===== config.mk =====
export PLATFORM = sky130hd
export DESIGN_NAME = rx_ltssm_sequencer
export DESIGN_NICKNAME = d
export VERILOG_FILES = /design/src/rtl/rx_ltssm_sequencer.sv
export SDC_FILE = /design/constraint.sdc
export NUM_CORES = 1
export LEC_CHECK = 0
export CORE_MARGIN = 1.5
export CORE_UTILIZATION = 52
export DETAILED_ROUTE_END_ITERATION = 10
export PLACE_DENSITY = 0.77
export SLEW_MARGIN = 10
export SYNTH_ARGS = -nofsm -noshare
export SYNTH_HDL_FRONTEND = slang
export SYNTH_SLANG_ARGS = --single-unit

===== constraint.sdc =====
create_clock -name clk -period 2.7 [get_ports clk]
set_input_delay 0.27 -clock clk [delete_from_list [all_inputs] [get_ports clk]]
set_output_delay 0.27 -clock clk [all_outputs]
set_load 0.1 [all_outputs]

===== src/rtl/rx_ltssm_sequencer.sv =====
// rx_ltssm_sequencer
// Sequences the receive-side link-training substates on behalf of a master
// RX LTSSM. It issues substate requests, waits for the master to report
// completion, follows the reported next substate, retries failed substates
// up to a limit, and guards each wait with a watchdog. A small independent
// tick timer is included for the master's substate timeouts.
//
// Ports
//   clk          in   rising-edge clock
//   reset        in   synchronous active-high reset
//   start        in   request training (sampled only in IDLE)
//   forceDetect  in   abort training and restart at detectQuiet
//   finish       in   one-cycle completion pulse from the master
//   exitTo[3:0]  in   master-reported next substate, qualified by finish
//   setTimer[5:0] in  timer timeout value in ticks
//   enableTimer  in   timer run
//   resetTimer   in   active-low timer clear
//   tick         in   one-cycle timebase pulse
//   substate[3:0] out substate request (0 detectQuiet .. 9 configurationIdle)
//   timeOut      out  timer expired (combinational from registered count)
//   busy         out  training in progress (ISSUE/WAIT)
//   linkUp       out  training completed
//   error        out  retry limit reached
//   retryCount[3:0] out failures since start (saturating)
//   dbgState[2:0] out current FSM state encoding
//
// Handshake: finish is a single-cycle qualifier; exitTo is only looked at
// in a cycle where finish=1 and the FSM is in WAIT. There is no back-pressure.
module rx_ltssm_sequencer #(
   parameter int MAXRETRY = 4,
   parameter int WDOG     = 1023
) (
   input  logic       clk,
   input  logic       reset,
   input  logic       start,
   input  logic       forceDetect,
   input  logic       finish,
   input  logic [3:0] exitTo,
   input  logic [5:0] setTimer,
   input  logic       enableTimer,
   input  logic       resetTimer,
   input  logic       tick,
   output logic [3:0] substate,
   output logic       timeOut,
   output logic       busy,
   output logic       linkUp,
   output logic       error,
   output logic [3:0] retryCount,
   output logic [2:0] dbgState
);

   typedef enum logic [2:0] {
      IDLE   = 3'd0,
      ISSUE  = 3'd1,
      WAIT   = 3'd2,
      LINKUP = 3'd3,
      ERROR  = 3'd4
   } stateT;

   localparam int WDW = (WDOG < 2) ? 1 : $clog2(WDOG + 1);

   stateT          state;
   logic [WDW-1:0] wdogCnt;
   logic [5:0]     timerCnt;

   logic [3:0] retryNext;
   logic       retryHit;
   logic       goodExit;
   logic       wdogExpire;
   logic       failEvent;

   assign dbgState = state;

   // Retry counter saturates so a large MAXRETRY can never wrap it.
   assign retryNext  = (retryCount == 4'd15) ? 4'd15 : retryCount + 4'd1;
   assign retryHit   = (int'(retryNext) == MAXRETRY);

   // 1..10 are real destinations; 0 and 11..15 are all treated as failure.
   assign goodExit   = (exitTo >= 4'd1) && (exitTo <= 4'd10);
   // Fires on the WDOG-th consecutive WAIT cycle without finish.
   assign wdogExpire = (wdogCnt == WDW'(WDOG - 1));
   assign failEvent  = finish ? !goodExit : wdogExpire;

   always_ff @(posedge clk) begin
      if (reset) begin
         state      <= IDLE;
         substate   <= 4'd0;
         retryCount <= 4'd0;
         busy       <= 1'b0;
         linkUp     <= 1'b0;
         error      <= 1'b0;
         wdogCnt    <= '0;
      end else if (forceDetect || (state == IDLE && start)) begin
         // forceDetect outranks any same-cycle finish or watchdog expiry,
         // and in IDLE it behaves exactly like start.
         state      <= ISSUE;
         substate   <= 4'd0;
         retryCount <= 4'd0;
         busy       <= 1'b1;
         linkUp     <= 1'b0;
         error      <= 1'b0;
      end else begin
         case (state)
            IDLE: begin
               substate <= 4'd0;
            end
            ISSUE: begin
               state   <= WAIT;
               wdogCnt <= '0;
            end
            WAIT: begin
               if (finish && exitTo == 4'd10) begin
                  state    <= LINKUP;
                  substate <= 4'd9;
                  busy     <= 1'b0;
                  linkUp   <= 1'b1;
               end else if (finish && goodExit) begin
                  state    <= ISSUE;
                  substate <= exitTo;
               end else if (failEvent) begin
                  if (substate == 4'd0) begin
                     // Failing detectQuiet itself just re-issues it.
                     state <= ISSUE;
                  end else begin
                     retryCount <= retryNext;
                     if (retryHit) begin
                        state <= ERROR;
                        busy  <= 1'b0;
                        error <= 1'b1;
                     end else begin
                        state    <= ISSUE;
                        substate <= 4'd0;
                     end
                  end
               end else begin
                  wdogCnt <= wdogCnt + WDW'(1);
               end
            end
            LINKUP, ERROR: begin
               // Terminal until forceDetect or reset.
            end
            default: begin
               state <= IDLE;
               busy  <= 1'b0;
            end
         endcase
      end
   end

   // Tick timer: cleared whenever disabled or held in clear, otherwise
   // counts ticks and stops at setTimer.
   always_ff @(posedge clk) begin
      if (reset || !enableTimer || !resetTimer) begin
         timerCnt <= 6'd0;
      end else if (tick && (timerCnt < setTimer)) begin
         timerCnt <= timerCnt + 6'd1;
      end
   end

   assign timeOut = enableTimer && resetTimer && (timerCnt == setTimer);

endmodule


After elaboration in Yosys (flattened, before gate mapping)
Cells that the tools add are included.
{ "totals": {"input_bits": 18, "elab_cells": 96, "out_inout_bits": 15, "regBits": 30} }
{ "op_classes": {"n_mux": 26, "reduce_logical": 28, "bitwise_logic": 5, "n_addsub": 3, "n_eq_ne": 22, "order_cmp": 3} }
{ "ops": {"columns": ["op", "count"], "rows": [
  ["2-to-1 mux 10 bit", 3],
  ["inequality test 4 bit, second input constant", 7],
  ["2-to-1 mux 4 bit", 6],
  ["one-hot mux 10 bit (2 select lines)", 1],
  ["2-to-1 mux 3 bit", 5],
  ["AND reduction 5 bit", 3],
  ["equality test 4 bit, second input constant", 3],
  ["adder 10 x 1 -> 10 bit, second input constant", 1],
  ["equality test 10 bit, second input constant", 1],
  ["one-hot mux 3 bit (3 select lines)", 1],
  ["2-to-1 mux 1 bit", 8],
  ["one-hot mux 4 bit (2 select lines)", 1],
  ["logical AND 1 bit", 7],
  ["adder 6 x 1 -> 6 bit, second input constant", 1],
  ["equality test 3 x 2 -> 1 bit, second input constant", 2],
  ["equality test 6 bit", 1],
  ["less-than comparator 6 bit", 1],
  ["inequality test 2 bit, second input constant", 3],
  ["AND reduction 2 bit", 3],
  ["AND reduction 6 bit", 1],
  ["inequality test 5 bit, second input constant", 1],
  ["inverter 1 bit", 5],
  ["adder 4 x 1 -> 4 bit, second input constant", 1],
  [">= comparator 4 x 1 -> 1 bit, second input constant", 1],
  ["other kinds (14)", 20]
]} }

Longest topological paths before layout
Gate-level depths: netlist of the first run.
{ "depth": {"depth_word": 10, "ltp_mapped": 8, "ltp_nobuf": 7} }

Least setup slack after synthesis of the first run
No wires, ideal clock.
{ "synth_path": {"path_type": "register to output", "startpoint": "reg timerCnt[3]", "endpoint": "out timeOut", "path_stages_with_launch": 4, "n_path_buf": 0, "slack_ns": -0.362, "t_required_ns": 2.430, "t_arrival_ns": 2.792, "cell_sequence": "dfxtp_1 ha_1 nand4_1 nor3_1"} }
{ "synth_between": {"elab_chain_len": 2} }
{ "synth_lines": {"columns": ["item", "line_no", "rtl"], "rows": [
  ["start, declared", "64", "logic [5:0] timerCnt;"],
  ["start signal, assigned", "156", "timerCnt <= timerCnt + 6'd1;"],
  ["equality test 6 bit", "160", "assign timeOut = enableTimer && resetTimer && (timerCnt == setTimer);"],
  ["logical AND 1 bit", "160", null],
  ["end, declared", "44", "output logic timeOut,"]
]} }
Every way passes these cells.

Final worst setup path of the first run
{ "layout_path": {"startpoint": "reg retryCount[1]", "endpoint": "reg busy"} }
{ "layout_between": {"elab_chain_len": 5, "elab_cells_between_ends": 6, "cone_classes": "add/sub (1); eq/ne (3); mux (1); reduce/logical (1)"} }
{ "layout_lines": {"columns": ["item", "line_no", "rtl"], "rows": [
  ["start, declared", "48", "output logic [3:0] retryCount,"],
  ["start signal, assigned", "125", "retryCount <= retryNext;"],
  ["adder 4 x 1 -> 4 bit or equality test 4 bit (tied branches)", "75", "assign retryNext = (retryCount == 4'd15) ? 4'd15 : retryCount + 4'd1;"],
  ["2-to-1 mux 4 bit (*)", "75", null],
  ["equality test 4 bit (*)", "76", "assign retryHit = (int'(retryNext) == MAXRETRY);"],
  ["inequality test 4 bit (no line) (*)", null, null],
  ["AND reduction 5 bit (no line) (*)", null, null],
  ["end signal, assigned", "89", "busy <= 1'b0;"],
  ["end signal, assigned", "99", "busy <= 1'b1;"],
  ["end signal, assigned", "115", "busy <= 1'b0;"],
  ["end, declared", "45", "output logic busy,"]
]} }
Every way passes the cells marked *; elsewhere a longest branch is shown, timed or not.
A chain may end at the register's enable or synchronous reset.

==> results of run 1 <==
==> cell type report <==
type | count | share of cell area, %
clock buffer | 7 | 2.08
inverter | 15 | 2.60
multi-input combinational | 159 | 51.2
sequential | 30 | 27.8
tap | 46 | 2.65
timing repair buffer | 32 | 13.6
==> registers in the layout, indices dropped and copies added (netlist names) <==
register and count:
timerCnt 6, substate 4, wdogCnt 10, dbgState 3, error 1, busy 1
linkUp 1, retryCount 4
==> final timing paths <==
check / start / endpoint / slack, ps
worst max-delay path: retryCount[1] / busy / 540
worst min-delay path: busy / busy / 480
worst max register to register: retryCount[1] / busy / 540
worst min register to register: busy / busy / 480
==> layout by cell type, fill, tap and decap left out, drive strengths merged, types with 3 or more instances in the layout <==
master,netlist,routed
buf,3,15
nor3b,3,3
or3,4,4
clkdlybuf4s50,0,17
nor3,8,8
ha,10,10
nand4,4,4
xnor2,7,7
nand3,8,8
a21oi,15,15
inv,15,15
clkbuf,2,7
nor2,25,25
o21ai,11,11
and3,3,3
dfxtp,30,30
nor4,7,7
nand2,10,10
a21o,3,3
==> cell families after synthesis <==
logic type | Yosys count
muxes | 2
DFF | 30
buffers and inverters | 20
and+or+nand+nor | 92
AOI/OAI and AO/OA | 48
adders and majority gates | 10
xor gates and xnor gates | 7
==> worst max-delay path: stages, from the launching register on <==
cell      delay, ps
dfxtp_2         410
ha_1            300
and4b_1         230
o311ai_2        360
nor4_1          120
or3b_1          390
a221oi_1        270
==> routing by layer <==
metal	vias up	global-route usage [%]	share of wire (%)	wire length [µm]
met1	732	28.5	48	1780
li1	838	-	-	-
met4	0	8.21	1.1	39
met3	5	6.09	4.2	156
met5	-	0	0	0
met2	31	34.3	46	1720
==> through the flow <==
| step | instance area, µm² | hold slack (ps) | util (%) |
|---|---|---|---|
| finish | 2170 | 481 | 65.5 |
| global route | 2170 | 511 | 65.5 |
| CTS | 2170 | 484 | 65.5 |
| detailed placement | 2120 | 463 | 64.1 |
| global placement | 2120 | 463 | 64.1 |
| floorplan | 1800 | 342 | - |
==> power groups by stage <==
| stage | Clock (mW) | Combinational [mW] | Sequential, mW |
|---|---|---|---|
| 2_1_floorplan | 0 | 0.0609 | 0.494 |
| 3_3_place_gp | 0 | 0.138 | 0.465 |
| 3_5_place_dp | 0 | 0.139 | 0.466 |
| 4_1_cts | 0.260 | 0.139 | 0.455 |
| 5_1_grt | 0.273 | 0.151 | 0.456 |
| 6_report | 0.251 | 0.138 | 0.455 |
==> out/metrics.csv, run 1 <==
stage,metric,value,unit
routing,routedWlPerCell,12.8,µm
placement,portBuffers,32,
critical_path,worstPathRequired,2950,ps
finish,nets,271,
synthesis,ys_seq_area_share,33.5,%
pwr,clock_power_share,29.7,%
die,coreArea,3310,µm²
die,fp.dieW,61.7,µm
routing,dr.first_iter.drc_count,105,
synthesis,syn_nets,237,
pwr,power_density,390,nW/µm²
critical_path,crit_arrival,2410,ps
critical_path,startpoint_type,register,
global_routing,grt_max_degree,11,
routing,wl,3700,µm
sta,fin_tns_setup,0,ps
pwr,power_frac_comb,16.4,%
sta,worstMarginPinSlew,717,ps
sta,setup_viol,0,
sta,finalClockSkew,9.83,ps
die,io_pins,33,
synthesis,synthCells,209,
cts,cts_hold_buf,0,
cts,root_buffer,clkbuf_4,
cts,cts_num_sinks,30,
finish,drive_gt1_share,15.2,%
routing,viasPerCell,5.56,
routing,dr.pass1.iters,4,
cts,clk_pin_slew,90,ps
sta,fin_crit_sh,80.0,%
finish,seqCellArea,603,µm²
cts,ctsHtreeMaxLevel,2,
cts,cts_setup_buffers,0,
sta,fmax,463,MHz
placement,dp_slack,347,ps
outcome,outcome,completed,
finish,finalNonFillerCells,289,
critical_path,crit_type,register to register,
global_routing,antenna_found_initial,0,
global_routing,grt.overflow.total,0,
finish,fill_cells,298,
pwr,power,0.845,mW
die,rows,21,
synthesis,synth_common_cells,"dfxtp_1 (30), nor2_1 (24), inv_1 (15)",
routing,vias,1606,
synthesis,synth_top_cell_by_area,dfxtp_1,
cts,cts_tree,yes,
die,start_util,54.1,%
synthesis,yosys_warnings,0,
worst_hold_path,hold_depth,2,
sta,slew_viol_final,0,
synthesis,synth_edf_count,0,
die,die-area,3800,µm²
global_routing,grt_pass1_vias,1420,
placement,dp.cells,282,
synthesis,yosys-top-cells-area,"dfxtp_1 (34%), ha_1 (7.0%), nor2_1 (5.0%), a21oi_1 (3.9%), xnor2_1 (3.4%)",
synthesis,synth_cell_type_count,56,
sta,max-slew-margin-rel,52.2,%
critical_path,reg2regPathDepth,6,
pwr,internal_power,0.598,mW
placement,dpl.hpwl,2710,µm
synthesis,synth.most_common_cell,dfxtp_1,
sta,hold_violations,0,
critical_path,cp_max_fo,7,
synthesis,synthSimpleGateAreaFrac,30.5,%
finish,multi_input_area,1110,µm²
routing,remaining_drc_errors,0,
sta,setup_ws,540,ps
synthesis,synthXorXnorAreaFrac,3.42,%
synthesis,ys.flop_type,dfxtp_1,
global_routing,grt_usage,21.8,%
die,fp.dieH,61.7,µm
job,max-cap-violations,0,
pwr,p_sw,0.247,mW
synthesis,synth_top_family_by_area,simple AND/OR/NAND/NOR gates,
synthesis,synth_compound_area_share,19.7,%
cts,clk_latency,340,ps
synthesis,ys_ff_latch,30,
synthesis,netlist.area_leader.share,33.5,%
cts,cts_resized,0,
global_routing,grt_pass1_wl,6120,µm
cts,cts_inserted_buffers,5,
sta,fin_crit,2160,ps
sta,rsz0062_at_grt,no,
pwr,p_leak,0.790,nW
placement,gp_congestion,0.839,
critical_path,cp-end-kind,register,
synthesis,synth_fa_ha_area_share,6.99,%
finish,antennaDiodeCount,0,
worst_hold_path,hp-class,register to register,
finish,syn_to_final_growth,21.1,%
synthesis,muxShareOfSynthArea,1.12,%
synthesis,synthesis.area,1790,µm²
pwr,p_seq_share,53.9,%
synthesis,syn_area_per_cell,8.57,µm²
pwr,switching_share,29.2,%
synthesis,synth-async-reset-ratio,0,%
pwr,ir_worst_vdd,0.244,mV
routing,antenna_left,0,
cts,clk_path_buf_depth,2,
Power figures use the tool's default switching activity.
==> run 2, diff against run 1 <==
--- a/config.mk
+++ b/config.mk
@@ -6,9 +6,9 @@
 export NUM_CORES = 1
 export LEC_CHECK = 0
 export CORE_MARGIN = 1.5
-export CORE_UTILIZATION = 52
+export CORE_UTILIZATION = 47
 export DETAILED_ROUTE_END_ITERATION = 10
-export PLACE_DENSITY = 0.77
+export PLACE_DENSITY = 0.74
 export SLEW_MARGIN = 10
 export SYNTH_ARGS = -nofsm -noshare
 export SYNTH_HDL_FRONTEND = slang
==> constraint.sdc (replaced) <==
create_clock -name clk -period 1.8 [get_ports clk]
set_input_delay 0.18 -clock clk [delete_from_list [all_inputs] [get_ports clk]]
set_output_delay 0.18 -clock clk [all_outputs]
set_load 0.1 [all_outputs]
==> out/metrics.csv, run 2 (synthesized netlist as in run 1, its figures left out) <==
stage,metric,value,unit,change
critical_path,worstPathRequired,2000,ps,-950 ps
sta,fin_crit,1840,ps,-323 ps
routing,dr.pass1.iters,4,,unchanged
cts,clk_path_buf_depth,2,,unchanged
placement,dpl.hpwl,3460,µm,+28%
finish,syn_to_final_growth,55.1,%,
finish,seqCellArea,633,µm²,+5.0%
sta,hold_violations,0,,unchanged
pwr,internal_power,1.09,mW,+82%
worst_hold_path,hp-class,register to register,,
critical_path,crit_type,register to register,,
sta,fin_tns_setup,-38.7,ps,-38.7 ps
routing,vias,1823,,+14%
global_routing,antenna_found_initial,0,,unchanged
sta,worstMarginPinSlew,429,ps,-289 ps
routing,routedWlPerCell,14.1,µm,+9.8%
finish,layout_commonest_cell,buf_4,,
sta,rsz0062_at_grt,yes,,
finish,nets,311,,+15%
outcome,violations,negative setup slack,,
pwr,p_leak,1.08,nW,+36%
finish,multi_input_area,1330,µm²,+19%
placement,dp.cells,321,,+14%
pwr,switching_share,28.1,%,-1.2 points
job,max-cap-violations,0,,unchanged
pwr,clock_power_share,37.4,%,+7.7 points
critical_path,startpoint_type,register,,
critical_path,cp-end-kind,register,,
pwr,power_density,545,nW/µm²,+40%
cts,cts_inserted_buffers,5,,unchanged
routing,dr.first_iter.drc_count,97,,-7.6%
sta,slew_viol_final,0,,unchanged
sta,max-slew-margin-rel,71.4,%,+19 points
global_routing,grt_pass1_wl,7940,µm,+30%
cts,root_buffer,clkbuf_8,,
die,rows,22,,+4.8%
global_routing,grt.overflow.total,0,,unchanged
global_routing,grt_pass1_vias,1815,,+28%
cts,ctsHtreeMaxLevel,2,,unchanged
die,die-area,4190,µm²,+10%
finish,drive_gt1_share,43.3,%,+28 points
sta,setup_ws,-37.2,ps,-577 ps
sta,fmax,544,MHz,+18%
placement,dp_slack,-383,ps,-730 ps
outcome,outcome,"complete, but fails checks",,
placement,gp_congestion,0.835,,-0.52%
pwr,p_seq_share,44.7,%,-9.2 points
placement,postPlaceCellArea,2480,µm²,+17%
placement,portBuffers,32,,unchanged
cts,clk_pin_slew,60,ps,-30 ps
finish,fill_cells,273,,-8.4%
cts,cts_tree,yes,,
critical_path,cp_max_fo,5,,-2
die,coreArea,3660,µm²,+11%
cts,clk_latency,290,ps,-50 ps
finish,post-route-cell-area,2780,µm²,+28%
finish,top_register,wdogCnt,,
die,io_pins,33,,unchanged
global_routing,grt_max_degree,11,,unchanged
cts,cts_hold_buf,0,,unchanged
finish,final_util,75.8,%,+10 points
sta,finalClockSkew,6.10,ps,-3.73 ps
sta,setup_viol,3,,+3
global_routing,grt_usage,24.1,%,+2.3 points
die,fp.dieW,64.7,µm,+4.9%
pwr,power_frac_comb,18.0,%,+1.6 points
finish,finalNonFillerCells,332,,+15%
routing,wl,4670,µm,+26%
die,start_util,48.9,%,-5.2 points
finish,largest_register_ffs,10,,unchanged
routing,antenna_left,0,,unchanged
pwr,p_sw,0.425,mW,+72%
die,fp.dieH,64.7,µm,+4.9%
sta,fin_crit_sh,102,%,+22 points
finish,layout_common_cells,"buf_4 (53), nor2_1 (23), dfxtp_1 (16), clkdlybuf4s50_1 (13), inv_1 (11)",,
pwr,ir_worst_vdd,0.502,mV,+110%
routing,viasPerCell,5.49,,-1.2%
routing,remaining_drc_errors,0,,unchanged
cts,cts_num_sinks,30,,unchanged
finish,reg_top3,"wdogCnt: 10 flops, timerCnt: 6 flops",,
critical_path,crit_arrival,2040,ps,-370 ps
finish,antennaDiodeCount,0,,unchanged
[run 2: cell types whose count changed in the layout (fill, tap and decap cells not counted), sizes merged]
cell,before,now
clkinv,0,1
buf,15,55
clkdlybuf4s50,17,13
dlymetal6s2s,0,4
[run 2: routing by layer]
metal / up-vias / GRT usage, % / wire length (µm)
li1: 923 / - / -
met1: 872 / 29.1 / 2150
met2: 21 / 42.1 / 2350
met3: 7 / 4.86 / 106
met4: 0 / 8.51 / 67
met5: - / 0 / 0
[run 2: through the flow]
stage / power, mW / hold slack, ps
2_1_floorplan: 0.832 / 252
3_3_place_gp: 0.938 / 458
3_5_place_dp: 0.944 / 461
4_1_cts: 1.51 / 475
5_1_grt: 1.57 / 495
6_report: 1.51 / 468
[run 2: worst max-delay path: stages (launching register included)]
cell      delay (ps)
dfxtp_4          380
ha_4             160
and4b_1          220
o311ai_4         280
nor4_2            70
or3b_1           420
a221oi_2         220
[run 2: area by class of cell]
class,count,share of cell area (%)
well taps,48,2.16
inverters,15,2.03
clock inverters,1,0.180
clock buffers,7,3.11
flip-flops and latches,30,22.8
multi-input cells,159,47.8
repair buffers,72,21.9
[run 2: power by group through the flow]
| stage | clock network, mW | logic [mW] | registers [mW] |
|---|---|---|---|
| 6_report | 0.565 | 0.272 | 0.676 |
| 3_5_place_dp | 0 | 0.253 | 0.691 |
| 4_1_cts | 0.573 | 0.261 | 0.676 |
| 3_3_place_gp | 0 | 0.248 | 0.691 |
| 5_1_grt | 0.600 | 0.290 | 0.677 |
| 2_1_floorplan | 0 | 0.0965 | 0.735 |
[run 2: path summary, 6_finish.rpt]
| kind | from | to | slack, ps | cells past startpoint |
|---|---|---|---|---|
| worst max-delay path | retryCount[1] | busy | -40 | 6 |
| worst min-delay path | error | error | 470 | 2 |
| worst max register to register | retryCount[1] | busy | -40 | 6 |
| worst min register to register | error | error | 470 | 2 |
[run 2: repair_timing]
| action | CTS | global route |
|---|---|---|
| setup buffers | 0 | 3 |
| gates resized for setup | 5 | 35 |
| pin swaps | 5 | 18 |
| endpoints found under the setup margin | 12 | 21 |
